`src/rtl/uart_pkg.sv`:
```
// Shared UART definitions: receiver state encoding and the default link parameters
// used by both ends of the AES core's serial link.
package uart_pkg;

   localparam int DEFAULT_CLKS_PER_BIT = 434;
   localparam int DEFAULT_DATA_WIDTH   = 8;

   typedef enum logic [2:0] {
      IDLE         = 3'd0,
      RX_START     = 3'd1,
      RX_DATA      = 3'd2,
      RX_STOP      = 3'd3,
      RX_WAIT_IDLE = 3'd4
   } rx_state_e;

   // Mid-bit offset used to verify the start bit before committing to a frame.
   function automatic int half_count(input int clks_per_bit);
      return (clks_per_bit - 1) / 2;
   endfunction

endpackage

```
`src/rtl/uart_rx_sync.sv`:
```
// N-flop synchronizer for an asynchronous input; flops reset to a configurable
// value so an idle-high line does not look like activity coming out of reset.
module uart_rx_sync #(
   parameter int   STAGES      = 2,
   parameter logic RESET_VALUE = 1'b1
) (
   input  logic clk,
   input  logic reset_n,
   input  logic async_in,
   output logic sync_out
);

   logic [STAGES-1:0] stages;

   always_ff @(posedge clk) begin
      if (!reset_n) begin
         stages <= {STAGES{RESET_VALUE}};
      end else begin
         stages <= {stages[STAGES-2:0], async_in};
      end
   end

   assign sync_out = stages[STAGES-1];

endmodule

```
`src/rtl/uart_rx.sv`:
```
// 8N1 UART receiver: mid-bit sampling of a synchronized serial line, one-cycle
// strobes for good bytes and framing errors.
module uart_rx
   import uart_pkg::*;
#(
   parameter int CLKS_PER_BIT = DEFAULT_CLKS_PER_BIT,
   parameter int DATA_WIDTH   = DEFAULT_DATA_WIDTH
) (
   input  logic                  clk,
   input  logic                  reset_n,
   input  logic                  rx_serial_in,
   output logic [DATA_WIDTH-1:0] rx_byte_out,
   output logic                  rx_dv,
   output logic                  rx_frame_err,
   output logic                  rx_active
);

   localparam int CW = $clog2(CLKS_PER_BIT);
   localparam int IW = $clog2(DATA_WIDTH) + 1;

   localparam logic [CW-1:0] HALF     = CW'(half_count(CLKS_PER_BIT));
   localparam logic [CW-1:0] LAST     = CW'(CLKS_PER_BIT - 1);
   localparam logic [IW-1:0] LAST_BIT = IW'(DATA_WIDTH - 1);

   rx_state_e             state;
   logic [CW-1:0]         clk_count;
   logic [IW-1:0]         bit_index;
   logic [DATA_WIDTH-1:0] shift_reg;
   logic                  rx_sync;

   uart_rx_sync #(
      .STAGES      (2),
      .RESET_VALUE (1'b1)
   ) sync_inst (
      .clk      (clk),
      .reset_n  (reset_n),
      .async_in (rx_serial_in),
      .sync_out (rx_sync)
   );

   always_ff @(posedge clk) begin
      if (!reset_n) begin
         state        <= IDLE;
         clk_count    <= '0;
         bit_index    <= '0;
         shift_reg    <= '0;
         rx_byte_out  <= '0;
         rx_dv        <= 1'b0;
         rx_frame_err <= 1'b0;
      end else begin
         rx_dv        <= 1'b0;
         rx_frame_err <= 1'b0;
         case (state)
            IDLE: begin
               clk_count <= '0;
               bit_index <= '0;
               if (!rx_sync) begin
                  state <= RX_START;
               end
            end
            // A start bit that is already high again at mid-bit is a glitch.
            RX_START: begin
               if (clk_count == HALF) begin
                  clk_count <= '0;
                  state     <= rx_sync ? IDLE : RX_DATA;
               end else begin
                  clk_count <= clk_count + CW'(1);
               end
            end
            RX_DATA: begin
               if (clk_count == LAST) begin
                  clk_count                       <= '0;
                  shift_reg[bit_index[IW-2:0]]    <= rx_sync;
                  if (bit_index == LAST_BIT) begin
                     state <= RX_STOP;
                  end else begin
                     bit_index <= bit_index + IW'(1);
                  end
               end else begin
                  clk_count <= clk_count + CW'(1);
               end
            end
            RX_STOP: begin
               if (clk_count == LAST) begin
                  clk_count <= '0;
                  if (rx_sync) begin
                     rx_byte_out <= shift_reg;
                     rx_dv       <= 1'b1;
                     state       <= IDLE;
                  end else begin
                     rx_frame_err <= 1'b1;
                     state        <= RX_WAIT_IDLE;
                  end
               end else begin
                  clk_count <= clk_count + CW'(1);
               end
            end
            // A break or stuck-low line must not be mistaken for a new start bit.
            RX_WAIT_IDLE: begin
               if (rx_sync) begin
                  state <= IDLE;
               end
            end
            default: begin
               state        <= IDLE;
               clk_count    <= 'x;
               bit_index    <= 'x;
               shift_reg    <= 'x;
               rx_byte_out  <= 'x;
               rx_dv        <= 1'bx;
               rx_frame_err <= 1'bx;
            end
         endcase
      end
   end

   assign rx_active = (state != IDLE);

endmodule

```
`config.mk`:
```
export PLATFORM = sky130hd
export DESIGN_NAME = uart_rx
export DESIGN_NICKNAME = d
export VERILOG_FILES = /design/src/rtl/uart_pkg.sv /design/src/rtl/uart_rx_sync.sv /design/src/rtl/uart_rx.sv
export SDC_FILE = /design/constraint.sdc
export NUM_CORES = 1
export LEC_CHECK = 0
export ABC_AREA = 1
export CAP_MARGIN = 30
export CORE_UTILIZATION = 40
export CTS_CLUSTER_SIZE = 12
export DETAILED_ROUTE_END_ITERATION = 6
export PLACE_DENSITY = 0.69
export SETUP_SLACK_MARGIN = 0.05
export SYNTH_ARGS = -nofsm -noshare
export SYNTH_HDL_FRONTEND = slang
export SYNTH_SLANG_ARGS = --single-unit
```
`constraint.sdc`:
```
create_clock -name clk -period 1.55 [get_ports clk]
set_input_delay 0.2325 -clock clk [delete_from_list [all_inputs] [get_ports clk]]
set_output_delay 0.2325 -clock clk [all_outputs]
set_load 0.05 [all_outputs]
```
==> reports/results.tsv <==
stage	metric	value	unit
timing	min_period_over_period	0.906	
clock_tree	clk_pin_slew	80	ps
timing	max_slew.worst_pin.slew	293	ps
setup_path	critical_path.endpoint_type	flop	
routing	routed_wl	4.37	mm
routing	drt-initial-drc-count	120	
timing	fin_crit	1400	ps
synth	synthTopCellsByArea	dfxtp_1 (39%), nand2_1 (14%), nand4_1 (6.7%)	
synth	async_flop_share	0	
pwr	p_leak	0.965	nW
setup_path	cp_common_cell	nand2_4	
global_route	use_met1	0.228	
clock_tree	post-cts-setup-buffers	0	
global_route	grt_use_met3	0.0346	
place	dp_hpwl	3.11	mm
routing	firstDrtPassIters	4	
synth	ys_warn_count	0	
setup_path	reg2reg_depth	10	
timing	slew_headroom	0.805	
setup_path	rrSetupSlack	150	ps
place	port_buffers	13	
floorplanning	dieArea	4920	um^2
timing	setup_violations	0	
synth	synth_top_area_frac	0.388	
clock_tree	ctsHtreeMaxLevel	2	
setup_path	crit_path_max_fanout	8	
synth	avgSynthCellArea	6.95	um^2
floorplanning	io_pins	14	
floorplanning	die_y	70.1	um
setup_path	r2r_end	shift_reg[0]$_SDFFE_PN0P_	
timing	clock_skew	5.59	ps
global_route	busiest_layer	met2	
synth	synth_edf_count	0	
min_path	worstHoldPathType	reg -> reg	
setup_path	crit_path_start_kind	flop	
floorplanning	die_w	70.1	um
synth	yosysSeqAreaShare	0.388	
global_route	grt_max_degree	17	
synth	synth_nets	274	
final_layout	fin_nets	300	
timing	fmax	712	MHz
clock_tree	cts_sinks	36	
final_layout	antenna_cells	0	
timing	final_max_slew_viol_count	0	
floorplanning	initial_core_util	0.421	
min_path	min_path_cells	1	
global_route	grt_overflow	0	
clock_tree	tritoncts	done	
routing	dr_total_vias	1781	
routing	vias_per_cell	5.15	
job	cap_violations	0	
routing	wl_per_cell	12.6	um
global_route	grt_first_pass_wirelength	7.45	mm
clock_tree	insertion_delay	290	ps
global_route	grt_pass1_vias	1711	
synth	synth_most_common_cell	nand2_1	
pwr	peakVddDrop	0.00160	V
final_layout	largest_register_ff_count	9	
setup_path	cp_slowest_cell	dfxtp_2	
synth	synth_area	1860	um^2
global_route	grt_usage	0.189	
status	status	complete, no violations	
timing	setup_ws	145	ps
pwr	powerDensity	1640	nW/um^2
setup_path	worstPathArrival	1590	ps
timing	setup-tns-final	0	ps
clock_tree	cts_made_buffers	5	
clock_tree	cts_root_buffer	clkbuf_8	
global_route	antenna_found_initial	0	
clock_tree	clockBufferDepth	2	
setup_path	timing.rr.start	clk_count[1]$_SDFFE_PN0N_	
final_layout	fillers	418	
synth	synth_common_cells	nand2_1 (67), dfxtp_1 (36), nor2_1 (32), a21oi_1 (24), inv_1 (24)	
timing	final-hold-violation-count	0	
synth	yosys.area.top_type	dfxtp_1	
floorplanning	core	4410	um^2
setup_path	crit_type	reg -> reg	
routing	drtAntennaViolNets	0	
synth	synth_cell_type_count	27	
min_path	hold_end	sync_inst.stages[1]$_SDFF_PN1_	
place	place_ws	78.4	ps
final_layout	register_area	732	um^2
setup_path	crit_path_max_incr_delay	340	ps
final_layout	drive_gt1_frac	0.245	
final_layout	multi_input_area	1040	um^2
global_route	met2_usage	0.330	
timing	rsz0062_at_grt	false	
routing	drc	0	
final_layout	synthToLayoutAreaGrowth	23.7	%
min_path	hp-start	sync_inst.stages[0]$_SDFF_PN1_	
setup_path	path_cells	inv_2 -> ha_2 -> nand2_2 -> nor2_4 -> nand2_4 -> nand2_4 -> clkbuf_16 -> nand3_1 -> nand2_1 -> a21oi_1	
setup_path	worstPathRequired	1730	ps
synth	ys_ff_latch	36	
floorplanning	rows	24	
place	gp_congestion	0.851	
synth	synthCells	267	
synth	synth-main-ff-cell	dfxtp_1	
## repair_timing
item	CTS	global route
gates resized for setup	1	21
pin swaps	0	11
hold buffers	0	0
hold endpoints to repair	0	0
gates cloned	0	1
endpoints found under the setup margin	1	34
## per-stage QoR
step | instance area, um^2 | hold slack [ps] | utilization | std cells | total power, mW
6_report | 2300 | 428 | 0.520 | 346 | 3.76
5_1_grt | 2300 | 444 | 0.520 | 346 | 4.01
4_1_cts | 2210 | 437 | 0.501 | 345 | 3.66
3_5_place_dp | 2100 | 419 | 0.475 | 337 | 2.81
3_3_place_gp | 2100 | 394 | 0.475 | 337 | 2.78
2_1_floorplan | 1860 | 339 | - | 267 | 2.33
## critical path, delay by kind of cell (launching register included)
family / cells / cell delay [ps]
simple gates: 6 / 530
fa+ha+maj: 1 / 160
flops: 1 / 340
buf+inv: 2 / 220
compound gates: 1 / 60
## layout by cell type, fill, tap and decap left out, types with 6 or more instances in the layout
master	n
inv_2	6
dfxtp_1	29
nand4_1	20
o21ai_0	7
inv_1	23
a21oi_1	24
buf_4	20
dfxtp_2	6
nor2_1	28
nand3_1	18
nand2_1	66
## where the power goes
group / switching (mW) / internal, mW / leakage, nW
Combinational: 1.16 / 0.642 / 0.616
Sequential: 0.115 / 1.02 / 0.295
Clock: 0.351 / 0.476 / 0.0541
Total: 1.62 / 2.14 / 0.965
## worst max-delay path by stage
| stage | startpoint | endpoint | slack, ps | cells after the start |
|---|---|---|---|---|
| after floorplan | clk_count[0]$_SDFFE_PN0N_ | shift_reg[7]$_SDFFE_PN0P_ | 170 | 9 |
| after global placement | reset_n | shift_reg[3]$_SDFFE_PN0P_ | 80 | 4 |
| after detailed placement | clk_count[1]$_SDFFE_PN0N_ | rx_byte_out[6]$_SDFFE_PN0P_ | 80 | 9 |
| after CTS | bit_index[1]$_SDFFE_PN0P_ | state[1]$_SDFFE_PN0P_ | 60 | 9 |
| after global routing | clk_count[1]$_SDFFE_PN0N_ | shift_reg[0]$_SDFFE_PN0P_ | 40 | 10 |
| final | clk_count[1]$_SDFFE_PN0N_ | shift_reg[0]$_SDFFE_PN0P_ | 150 | 10 |
## routing by layer
| layer | up-vias | wire length [um] |
|---|---|---|
| met2 | 25 | 2160 |
| met3 | 6 | 115 |
| li1 | 924 | - |
| met5 | - | 0 |
| met4 | 0 | 43 |
| met1 | 826 | 2040 |
## kinds of logic after synthesis
| kind of cell | synth area share |
|---|---|
| AOI/OAI and AO/OA | 0.0970 |
| xor gates and xnor gates | 0.00472 |
| adders and majority gates | 0.0270 |
| buffers and inverters | 0.0775 |
| DFF | 0.388 |
| and+or+nand+nor | 0.406 |
## cell type report
| cell class | count | share of cell area |
|---|---|---|
| Tap cell | 52 | 0.0283 |
| Clock inverter | 3 | 0.0185 |
| Timing Repair Buffer | 25 | 0.102 |
| Clock buffer | 5 | 0.0300 |
| Inverter | 29 | 0.0474 |
| Multi-Input combinational cell | 196 | 0.455 |
| Sequential cell | 36 | 0.319 |
Power figures use the tool's default switching activity.
